`src/rtl/divider_8bit_ctrl.sv`:
```
// Valid/ready front-end for the 8-bit array divider: loads operands, waits out the array settle time, holds the result.
// Latency: accept at T -> out_valid from T+2+SETTLE_CYCLES (T+1 for divide-by-zero); holds while out_ready is low.
module divider_8bit_ctrl #(
    parameter int unsigned SETTLE_CYCLES = 2
) (
    input  logic       clk,
    input  logic       rst,
    input  logic       in_valid,
    output logic       in_ready,
    input  logic [7:0] in_dividend,
    input  logic [7:0] in_divisor,
    output logic       div_load,
    output logic [7:0] div_dividend,
    output logic [7:0] div_divisor,
    input  logic [8:0] div_quotient,
    input  logic [8:0] div_remainder,
    output logic       out_valid,
    input  logic       out_ready,
    output logic [7:0] out_quotient,
    output logic [7:0] out_remainder,
    output logic       out_dbz,
    output logic       out_err
);

    typedef enum logic [1:0] {IDLE, LOAD, SETTLE, DONE} state_t;

    localparam logic [3:0] LAST_CNT = 4'(SETTLE_CYCLES - 1);

    state_t     state_q, state_d;
    logic [3:0] cnt_q, cnt_d;
    logic [7:0] dividend_q, dividend_d;
    logic [7:0] divisor_q, divisor_d;
    logic [7:0] quo_q, quo_d;
    logic [7:0] rem_q, rem_d;
    logic       dbz_q, dbz_d;
    logic       err_q, err_d;

    logic accept;
    logic capture;

    assign accept  = in_valid && (state_q == IDLE);
    assign capture = (state_q == SETTLE) && (cnt_q == LAST_CNT);

    always_ff @(posedge clk) begin
        if (rst) begin
            state_q    <= IDLE;
            cnt_q      <= 4'd0;
            dividend_q <= 8'd0;
            divisor_q  <= 8'd0;
            quo_q      <= 8'd0;
            rem_q      <= 8'd0;
            dbz_q      <= 1'b0;
            err_q      <= 1'b0;
        end else begin
            state_q    <= state_d;
            cnt_q      <= cnt_d;
            dividend_q <= dividend_d;
            divisor_q  <= divisor_d;
            quo_q      <= quo_d;
            rem_q      <= rem_d;
            dbz_q      <= dbz_d;
            err_q      <= err_d;
        end
    end

    always_comb begin
        state_d = state_q;
        unique case (state_q)
            IDLE:    if (accept) state_d = (in_divisor == 8'd0) ? DONE : LOAD;
            LOAD:    state_d = SETTLE;
            SETTLE:  if (capture) state_d = DONE;
            DONE:    if (out_ready) state_d = IDLE;
            default: state_d = IDLE;
        endcase
    end

    always_comb begin
        in_ready  = (state_q == IDLE);
        div_load  = (state_q == LOAD);
        out_valid = (state_q == DONE);
    end

    // Divide-by-zero never touches the array: the result is forced here instead.
    always_comb begin
        cnt_d      = cnt_q;
        dividend_d = dividend_q;
        divisor_d  = divisor_q;
        quo_d      = quo_q;
        rem_d      = rem_q;
        dbz_d      = dbz_q;
        err_d      = err_q;
        if (accept) begin
            dividend_d = in_dividend;
            divisor_d  = in_divisor;
            if (in_divisor == 8'd0) begin
                quo_d = 8'hFF;
                rem_d = in_dividend;
                dbz_d = 1'b1;
                err_d = 1'b0;
            end
        end
        if (state_q == LOAD)
            cnt_d = 4'd0;
        else if (state_q == SETTLE)
            cnt_d = cnt_q + 4'd1;
        if (capture) begin
            quo_d = div_quotient[7:0];
            rem_d = div_remainder[7:0];
            err_d = div_quotient[8] | div_remainder[8];
            dbz_d = 1'b0;
        end
    end

    assign div_dividend  = dividend_q;
    assign div_divisor   = divisor_q;
    assign out_quotient  = quo_q;
    assign out_remainder = rem_q;
    assign out_dbz       = dbz_q;
    assign out_err       = err_q;

endmodule
```
`config.mk`:
```
export PLATFORM = sky130hd
export DESIGN_NAME = divider_8bit_ctrl
export DESIGN_NICKNAME = d
export VERILOG_FILES = /design/src/rtl/divider_8bit_ctrl.sv
export SDC_FILE = /design/constraint.sdc
export NUM_CORES = 1
export LEC_CHECK = 0
export CORE_ASPECT_RATIO = 2
export CORE_UTILIZATION = 35
export CTS_CLUSTER_DIAMETER = 40
export CTS_CLUSTER_SIZE = 30
export DETAILED_ROUTE_END_ITERATION = 16
export GPL_ROUTABILITY_DRIVEN = 0
export HOLD_SLACK_MARGIN = 0.1
export PLACE_DENSITY_LB_ADDON = 0.25
export RECOVER_POWER = 50
export SLEW_MARGIN = 10
export SYNTH_ARGS = -nofsm -noshare
export SYNTH_HDL_FRONTEND = slang
export SYNTH_SLANG_ARGS = --single-unit
```
`constraint.sdc`:
```
create_clock -name clk -period 1.75 [get_ports clk]
set_input_delay 0.175 -clock clk [delete_from_list [all_inputs] [get_ports clk]]
set_output_delay 0.175 -clock clk [all_outputs]
set_load 0.005 [all_outputs]
```
==> qor.json, run 1 <==
{
  "outcome": {
    "run_status": "finished clean"
  },
  "critical_path": {
    "critical-path-slowest-cell": "or3b_4",
    "arrival_ns": 1.88,
    "crit_path_largest_cell_delay_ns": 0.39,
    "timing.setup.critical_path_class": "register to register",
    "crit_buf_inv": 1,
    "crit_fanout": 4,
    "worstPathRequired_ns": 1.96,
    "startpoint_type_of_the_worst_setup_path": "register",
    "endpoint_kind": "register",
    "timing.critical_path.max_delay_family": "compound AO/OA/AOI/OAI gates",
    "worstPathCellList": "inv_1, ha_2, or3b_4, a211o_1, a221oi_2"
  },
  "cts": {
    "cts_hold_buf": 0,
    "total_number_of_h_tree_levels": 2,
    "clock_latency_ns": 0.29,
    "clk_pin_slew_worst_paths_ns": 0.08,
    "cts-resized-gates": 2,
    "inserted_clock_buffers": 5,
    "cts_post_setup_buffers_inserted": 0,
    "ctsLongestPathBuffers": 2,
    "cts_num_sinks": 40,
    "cts_tree": "done",
    "clock-root-buffer": "clkbuf_8"
  },
  "pwr": {
    "finalPower_mw": 2.81,
    "power_density_nw_per_um2": 1020,
    "worst_ir_drop_vdd_v": 0.000768,
    "p_leak_nw": 1.11
  },
  "route": {
    "drt_iter0_markers": 42,
    "wirelength_mm": 5.11,
    "routed_via_density": 5.21,
    "num_vias": 1819,
    "drt_pre_antenna_iters": 4,
    "post-route-drc-count": 0,
    "wl_per_cell_microns": 14.7,
    "antenna_violating_nets_left": 0
  },
  "yosys": {
    "yosys.cell_types.count": 30,
    "syn-cell-area_sq_um": 1750,
    "synth_nets": 252,
    "post_synth.cell_area_avg_sq_um": 8.43,
    "synth_seq_area_share_pct": 45.9,
    "syn-instance-count": 207,
    "yosys_register_bits": 40,
    "synth.yosys.warnings": 0
  },
  "cells_and_area": {
    "fillers": 442,
    "antenna_cells_inserted": 0,
    "post_layout_nonfiller_instances": 349,
    "fraction_of_final_layout_cells_sized_beyond_drive_strength_1_pct": 13.4,
    "final_cell_mix": "40 x dfxtp_1, 40 x clkdlybuf4s50_1, 34 x nand2_1, 34 x dlygate4sd3_1, 19 x buf_4",
    "post-route-util_pct": 57.3,
    "finish.net_count": 336,
    "syn2layout_area_growth_pct": 58.1
  },
  "floorplanning": {
    "initial_utilization_pct": 36.2,
    "floorplan.die_area_sq_um": 5290,
    "boundaryPins": 75,
    "rows": 36,
    "placeableCoreArea_sq_um": 4820,
    "die_width_microns": 51.9,
    "die_height_microns": 102
  },
  "timing": {
    "hold_violations": 0,
    "number_of_max_slew_violations_in_the_final_report": 0,
    "worstMarginPinSlew_ns": 0.398,
    "timing.setup.tns_ns": 0,
    "setup_violations": 0,
    "setup_repair_after_global_routing_missed_its_margin": "no",
    "timing.final.crit_share_pct": 95.6,
    "relSlewSlack_pct": 73.4,
    "timing.fmax_ghz": 0.597,
    "skew_ns": 0.00875,
    "fin_crit_ns": 1.67
  },
  "placed_design": {
    "detailedPlacementHpwl_mm": 3.92,
    "io_buffers": 74,
    "placed_cells_incl_taps": 341
  },
  "job": {
    "drv.max_cap_violation_count": 0
  },
  "grt": {
    "track_usage_pct": 20.4,
    "grt_pass1_vias": 1762,
    "grt_remaining_overflow": 0,
    "antenna_violations_before_repair": 0,
    "maximum_number_of_pins_on_one_net_before_global_route_repair": 27,
    "grt_pass1_wl_mm": 8.09
  },
  "min_path": {
    "timing.hold.worst.class": "register to register"
  }
}
synthesized netlist by cell type:
| cell | count | share of area (%) |
|---|---|---|
| dfxtp_1 | 40 | 46 |
| a211oi_1 | 8 | 3.4 |
| xor2_1 | 2 | 1.0 |
| ha_1 | 7 | 5.0 |
| nor4_1 | 2 | 0.72 |
| clkbuf_1 | 11 | 2.4 |
| a31oi_1 | 9 | 3.2 |
| and4bb_2 | 1 | 0.72 |
| a221oi_1 | 1 | 0.50 |
| o41ai_1 | 1 | 0.50 |
| inv_1 | 4 | 0.86 |
| o21ai_0 | 3 | 0.86 |
| and2_1 | 1 | 0.36 |
| nor3_1 | 5 | 1.4 |
| nor2_1 | 18 | 3.9 |
| a41o_1 | 1 | 0.57 |
| nor2b_1 | 3 | 1.1 |
| xnor2_1 | 1 | 0.50 |
| or4_1 | 2 | 0.86 |
| nand4_1 | 9 | 3.2 |
| nand2_1 | 34 | 7.3 |
| a211o_1 | 1 | 0.50 |
| or3b_1 | 1 | 0.50 |
| buf_2 | 7 | 2.0 |
| a21oi_1 | 17 | 4.9 |
| nand3_1 | 2 | 0.57 |
| a2111oi_0 | 2 | 1.0 |
| nand4bb_1 | 1 | 0.65 |
| o21bai_1 | 5 | 2.2 |
| o31ai_1 | 8 | 3.4 |
per-stage QoR:
step / area [sq um] / setup WS (ns) / hold WS [ns]
after floorplan: 1750 / 0.156 / 0.311
after global placement: 2650 / -0.0645 / 0.442
after detailed placement: 2650 / -0.105 / 0.451
after CTS: 2750 / 0.0270 / 0.462
after global routing: 2760 / 0.0128 / 0.475
final: 2760 / 0.0763 / 0.454
power by group:
group,switching (mW),internal [mW]
registers,0.0723,1.03
logic,0.531,0.545
clock network,0.317,0.315
total,0.921,1.89
state kept, by name, indices dropped and copies added (netlist names):
register and flops:
div_dividend 8, div_divisor 8, out_quotient 8, out_remainder 8
cnt_q 4, state_q 2, out_dbz 1, out_err 1
layer usage:
layer  vias up  share of wire [%]  track usage, %
met4         0                2.8            9.98
met3        10                3.5            3.42
li1        905                  -               -
met1       856                 38            21.8
met2        48                 56            37.2
met5         -                  0               0
final timing paths:
kind | start | endpoint | slack (ns) | cells past startpoint
setup / recovery | cnt_q[1] | state_q[1] | 0.08 | 5
hold / removal | div_dividend[6] | div_dividend[6] | 0.45 | 2
setup reg to reg | cnt_q[1] | state_q[1] | 0.08 | 5
hold reg to reg | div_dividend[6] | div_dividend[6] | 0.45 | 2
layout make-up:
class / instances / area, sq um / area share [%]
clock buffers: 6 / 82.6 / 2.99
clock inverters: 2 / 10.0 / 0.363
inverters: 4 / 15.0 / 0.544
multi-input cells: 145 / 888 / 32.2
flip-flops and latches: 40 / 801 / 29.0
well taps: 57 / 71.3 / 2.58
repair buffers: 95 / 892 / 32.3
cell families after synthesis:
logic type / after synthesis / synth area share [%]
AOI/OAI and AO/OA: 56 / 21.1
adders and majority gates: 7 / 5.02
DFF: 40 / 45.9
buffers and inverters: 22 / 5.23
and+or+nand+nor: 79 / 21.3
xor gates and xnor gates: 3 / 1.51
worst reg2reg max path, stage by stage, from the launching register on:
cell      delay [ns]
dfxtp_1         0.34
inv_1           0.06
ha_2            0.19
or3b_4          0.39
a211o_1         0.33
a221oi_2        0.28
Power figures use the tool's default switching activity.
==> run 2, diff against run 1 <==
==> constraint.sdc (replaced) <==
create_clock -name clk -period 1.75 [get_ports clk]
set_input_delay 0.175 -clock clk [delete_from_list [all_inputs] [get_ports clk]]
set_output_delay 0.175 -clock clk [all_outputs]
set_load 0.05 [all_outputs]
==> run 2 against run 1 <==
  * Critical path depth is 4 lower
  * Register-to-register slack hardly changed
  * Via count is 2.2% lower
  * Routed wire length is 5.8% lower
  * Global-route usage is 1.6 points lower
  * Final area is 1.5% lower
  * Die area stayed put
  * Utilization is 0.86 points lower
  * Worst setup slack worse by 0.00096 ns
  * Worst hold slack worse by 0.00077 ns
  * Critical path type is now register to output port
==> qor.json, run 2 (synthesized netlist as in run 1, its figures left out) <==
{
  "floorplanning": {
    "initial_utilization_pct": 36.2,
    "die_width_microns": 51.9,
    "rows": 36,
    "boundaryPins": 75,
    "die_height_microns": 102,
    "floorplan.die_area_sq_um": 5290,
    "placeableCoreArea_sq_um": 4820
  },
  "cts": {
    "cts-resized-gates": 0,
    "cts_hold_buf": 0,
    "clock-root-buffer": "clkbuf_8",
    "cts_post_setup_buffers_inserted": 0,
    "inserted_clock_buffers": 5,
    "clk_pin_slew_worst_paths_ns": 0.08,
    "cts_num_sinks": 40,
    "clock_latency_ns": 0.29,
    "cts_tree": "done",
    "total_number_of_h_tree_levels": 2,
    "ctsLongestPathBuffers": 2
  },
  "min_path": {
    "min_delay_worst_endpoint": "div_divisor[4]",
    "worst_hold_path.num_cells": 2,
    "timing.hold.worst.class": "register to register",
    "min-delay-start": "div_divisor[4]"
  },
  "cells_and_area": {
    "post-route-cell-area_sq_um": 2720,
    "antenna_cells_inserted": 0,
    "fillers": 470,
    "final_cell_mix": "58 x clkdlybuf4s50_1, 39 x dfxtp_1, 34 x nand2_1",
    "syn2layout_area_growth_pct": 55.8,
    "finish.net_count": 330,
    "final_common_cell": "clkdlybuf4s50_1",
    "fraction_of_final_layout_cells_sized_beyond_drive_strength_1_pct": 9.79
  },
  "route": {
    "num_vias": 1779,
    "wl_per_cell_microns": 14.0,
    "antenna_violating_nets_left": 0,
    "routed_via_density": 5.19,
    "post-route-drc-count": 0,
    "wirelength_mm": 4.82,
    "drt_pre_antenna_iters": 4,
    "drt_iter0_markers": 32
  },
  "critical_path": {
    "worstPathCellList": "dlygate4sd3_1",
    "timing.rr.start": "cnt_q[1]",
    "regToRegEndpoint": "state_q[1]",
    "startpoint_type_of_the_worst_setup_path": "register",
    "timing.setup.critical_path_class": "register to output port",
    "ff2ff_setup_slack_ns": 0.09,
    "crit_fanout": 2,
    "crit_buf_inv": 1,
    "crit_path_largest_cell_delay_ns": 0.89,
    "endpoint_kind": "output port",
    "worstPathRequired_ns": 1.57,
    "critical-path-slowest-cell": "dlygate4sd3_1",
    "reg2regPathDepth": 5,
    "arrival_ns": 1.50,
    "timing.critical_path.max_delay_family": "buffers and inverters"
  },
  "timing": {
    "fin_crit_ns": 1.67,
    "worstMarginPinSlew_ns": 0.587,
    "hold_violations": 0,
    "number_of_max_slew_violations_in_the_final_report": 0,
    "setup_violations": 0,
    "timing.final.crit_share_pct": 95.7,
    "worst_hold_slack_ns": 0.454,
    "skew_ns": 0.00511,
    "relSlewSlack_pct": 61.0,
    "setup_repair_after_global_routing_missed_its_margin": "no",
    "timing.fmax_ghz": 0.597
  },
  "outcome": {
    "run_status": "finished clean"
  },
  "grt": {
    "grt_pass1_vias": 1671,
    "maximum_number_of_pins_on_one_net_before_global_route_repair": 27,
    "grt_pass1_wl_mm": 7.51,
    "grt_remaining_overflow": 0,
    "track_usage_pct": 18.9,
    "antenna_violations_before_repair": 0
  },
  "pwr": {
    "p_leak_nw": 1.01,
    "power_density_nw_per_um2": 1150,
    "worst_ir_drop_vdd_v": 0.00100,
    "share_comb_of_total_power_pct": 44.6,
    "power.clock.fraction_pct": 20.0,
    "netSwitchingFraction_pct": 40.8,
    "power_frac_seq_pct": 35.4,
    "power.switching_mw": 1.28,
    "intPower_mw": 1.85
  },
  "job": {
    "drv.max_cap_violation_count": 0
  },
  "placed_design": {
    "io_buffers": 74,
    "post_place_instance_area_sq_um": 2650,
    "detailedPlacementHpwl_mm": 3.60
  }
}
==> run 2: cell count changes in the layout (fill, tap and decap cells not counted), sizes merged <==
cell	before	now
dlygate4sd3	34	13
buf	19	14
clkinv	2	0
clkbuf	8	12
clkdlybuf4s50	40	58
==> run 2: metal layers <==
| layer | GRT usage (%) | wire length [microns] | vias to the layer above |
|---|---|---|---|
| met4 | 7.48 | 93 | 0 |
| met2 | 34.9 | 2640 | 48 |
| met5 | 0 | 0 | - |
| met1 | 19.9 | 1880 | 826 |
| li1 | - | - | 897 |
| met3 | 3.87 | 206 | 8 |
==> run 2: stage by stage <==
step	setup TNS, ns	util, %	power, mW	setup WS [ns]	cells
after floorplan	0	-	2.07	0.0495	207
after global placement	-0.292	55.0	2.58	-0.0416	335
after detailed placement	-0.636	55.0	2.60	-0.120	335
after CTS	0	56.8	3.23	0.0400	343
after global routing	0	56.4	3.30	0.0197	343
final	0	56.4	3.12	0.0754	343
==> run 2: power by group through the flow <==
stage | Clock, mW | Combinational, mW | Sequential [mW]
floorplan | 0 | 0.672 | 1.40
global placement | 0 | 1.45 | 1.12
detailed placement | 0 | 1.47 | 1.13
CTS | 0.652 | 1.48 | 1.11
global route | 0.686 | 1.50 | 1.12
finish | 0.625 | 1.39 | 1.11
==> run 2: worst max path at each step <==
| stage | start | to | slack [ns] | cells past startpoint |
|---|---|---|---|---|
| after floorplan | state_q[0] | out_err | 0.05 | 6 |
| after global placement | in_divisor[4] | out_remainder[3] | -0.04 | 4 |
| after detailed placement | in_divisor[0] | out_remainder[4] | -0.12 | 5 |
| after CTS | cnt_q[0] | state_q[1] | 0.04 | 4 |
| after global routing | cnt_q[1] | state_q[1] | 0.02 | 5 |
| final | div_divisor[1] | div_divisor[1] | 0.08 | 1 |
==> run 2: cell type report <==
cell class                      count  area (sq um)  share of cell area [%]
Multi-Input combinational cell    145           882                    32.4
Inverter                            4          15.0                   0.552
Timing Repair Buffer               89           858                    31.6
Tap cell                           57          71.3                    2.62
Clock buffer                        8          90.1                    3.31
Sequential cell                    40           802                    29.5
==> run 3, diff against run 2 <==
--- a/config.mk
+++ b/config.mk
@@ -5,6 +5,7 @@
 export SDC_FILE = /design/constraint.sdc
 export NUM_CORES = 1
 export LEC_CHECK = 0
+export CAP_MARGIN = 15
 export CORE_ASPECT_RATIO = 2
 export CORE_UTILIZATION = 35
 export CTS_CLUSTER_DIAMETER = 40
@@ -14,6 +15,7 @@
 export HOLD_SLACK_MARGIN = 0.1
 export PLACE_DENSITY_LB_ADDON = 0.25
 export RECOVER_POWER = 50
+export SKIP_LAST_GASP = 1
 export SLEW_MARGIN = 10
 export SYNTH_ARGS = -nofsm -noshare
 export SYNTH_HDL_FRONTEND = slang
==> run 3 against run 2 <==
  * Global-route usage unchanged
  * Register-to-register slack about the same
  * Clock-buffer cell count did not move
  * Fmax up 0.20%
  * Sequential power barely moved
  * Die area is the same
  * Total power hardly changed
  * Flip-flop and latch count is the same
  * Sequential share of layout area is 0.082 points higher
  * Via count shrank 0.28%
  * Critical path type is now register to register
  * Critical endpoint is now state_q[1]
==> qor.json, run 3 (synthesized netlist as in run 1, its figures left out) <==
{
  "outcome": {
    "run_status": "finished clean"
  },
  "cts": {
    "clock-root-buffer": "clkbuf_8",
    "total_number_of_h_tree_levels": 2,
    "clock_latency_ns": 0.29,
    "inserted_clock_buffers": 5,
    "ctsLongestPathBuffers": 2,
    "cts_tree": "done",
    "cts_post_setup_buffers_inserted": 0,
    "clk_pin_slew_worst_paths_ns": 0.08,
    "cts-resized-gates": 0,
    "cts_hold_buf": 0,
    "cts_num_sinks": 40
  },
  "placed_design": {
    "post_place_instance_area_sq_um": 2650,
    "place_worst_setup_slack_ns": -0.120,
    "placed_cells_incl_taps": 335,
    "detailedPlacementHpwl_mm": 3.60,
    "io_buffers": 74
  },
  "grt": {
    "grt_remaining_overflow": 0,
    "maximum_number_of_pins_on_one_net_before_global_route_repair": 27,
    "grt_pass1_vias": 1671,
    "antenna_violations_before_repair": 0,
    "track_usage_pct": 18.9,
    "grt_pass1_wl_mm": 7.51
  },
  "cells_and_area": {
    "fillers": 471,
    "post_layout_nonfiller_instances": 343,
    "syn2layout_area_growth_pct": 55.3,
    "antenna_cells_inserted": 0,
    "finish.net_count": 330,
    "final_common_cell": "clkdlybuf4s50_1",
    "final_cell_mix": "68 x clkdlybuf4s50_1, 39 x dfxtp_1, 34 x nand2_1",
    "post-route-cell-area_sq_um": 2710,
    "post-route-util_pct": 56.3,
    "fraction_of_final_layout_cells_sized_beyond_drive_strength_1_pct": 9.79
  },
  "critical_path": {
    "timing.setup.critical_path_class": "register to register",
    "crit_fanout": 4,
    "startpoint_type_of_the_worst_setup_path": "register",
    "endpoint_kind": "register",
    "arrival_ns": 1.87,
    "worstPathRequired_ns": 1.95
  },
  "pwr": {
    "power_density_nw_per_um2": 1150,
    "worst_ir_drop_vdd_v": 0.00101,
    "power.switching_mw": 1.27,
    "share_comb_of_total_power_pct": 44.4,
    "power_frac_seq_pct": 35.4,
    "p_leak_nw": 0.986,
    "netSwitchingFraction_pct": 40.8,
    "power.clock.fraction_pct": 20.2,
    "intPower_mw": 1.85
  },
  "timing": {
    "skew_ns": 0.00515,
    "setup_violations": 0,
    "worstMarginPinSlew_ns": 0.587,
    "fin_crit_ns": 1.67,
    "hold_violations": 0,
    "setup_repair_after_global_routing_missed_its_margin": "yes",
    "relSlewSlack_pct": 61.0,
    "worst_slack_ns": 0.0788,
    "timing.fmax_ghz": 0.598,
    "worst_hold_slack_ns": 0.456,
    "number_of_max_slew_violations_in_the_final_report": 0,
    "timing.final.crit_share_pct": 95.5
  },
  "floorplanning": {
    "die_height_microns": 102,
    "initial_utilization_pct": 36.2,
    "placeableCoreArea_sq_um": 4820,
    "rows": 36,
    "floorplan.die_area_sq_um": 5290,
    "die_width_microns": 51.9,
    "boundaryPins": 75
  },
  "route": {
    "drt_pre_antenna_iters": 4,
    "post-route-drc-count": 0,
    "num_vias": 1774,
    "met3RoutedLength_microns": 215,
    "wl_per_cell_microns": 14.1,
    "detailroute.wirelength.met2_mm": 2.66,
    "wirelength_mm": 4.84,
    "top_layer_used": "met4",
    "antenna_violating_nets_left": 0,
    "drt_iter0_markers": 44,
    "routed_via_density": 5.17,
    "wl_met1_mm": 1.88
  },
  "job": {
    "drv.max_cap_violation_count": 0
  },
  "min_path": {
    "timing.hold.worst.class": "register to register"
  }
}
==> run 3: routing by layer <==
metal / global-route usage, % / up-vias
met2: 34.9 / 54
met4: 7.48 / 0
li1: - / 891
met1: 19.9 / 820
met5: 0 / -
met3: 3.87 / 9
==> run 3: critical path, cell delays in order, from the launching register on <==
cell and delay, ns:
dfxtp_1 0.34, inv_1 0.06, ha_1 0.19, or3b_1 0.40
a211o_1 0.32, a221oi_1 0.28
==> run 3: power groups by stage <==
| stage | combinational [mW] | clock, mW | sequential, mW |
|---|---|---|---|
| floorplan | 0.672 | 0 | 1.40 |
| global placement | 1.45 | 0 | 1.12 |
| detailed placement | 1.47 | 0 | 1.13 |
| CTS | 1.48 | 0.652 | 1.11 |
| global route | 1.49 | 0.685 | 1.12 |
| finish | 1.39 | 0.632 | 1.11 |
==> run 3: final timing paths <==
| check | from | end | slack (ns) | cells past startpoint |
|---|---|---|---|---|
| worst max-delay path | cnt_q[1] | state_q[1] | 0.08 | 5 |
| worst min register to register | div_divisor[4] | div_divisor[4] | 0.46 | 2 |
| worst min-delay path | div_divisor[4] | div_divisor[4] | 0.46 | 2 |
| worst max register to register | cnt_q[1] | state_q[1] | 0.08 | 5 |
==> run 3: stage by stage <==
step	total power [mW]	setup TNS, ns
after detailed placement	2.60	-0.636
after global placement	2.58	-0.292
final	3.12	0
after floorplan	2.07	0
after global routing	3.30	-0.0254
after CTS	3.23	0
==> run 3: final cells by class <==
class | instances | area (sq um) | share of cell area [%]
tap | 57 | 71.3 | 2.63
multi-input combinational | 145 | 876 | 32.3
sequential | 40 | 802 | 29.6
clock buffer | 8 | 90.1 | 3.32
inverter | 4 | 15.0 | 0.554
timing repair buffer | 89 | 857 | 31.6
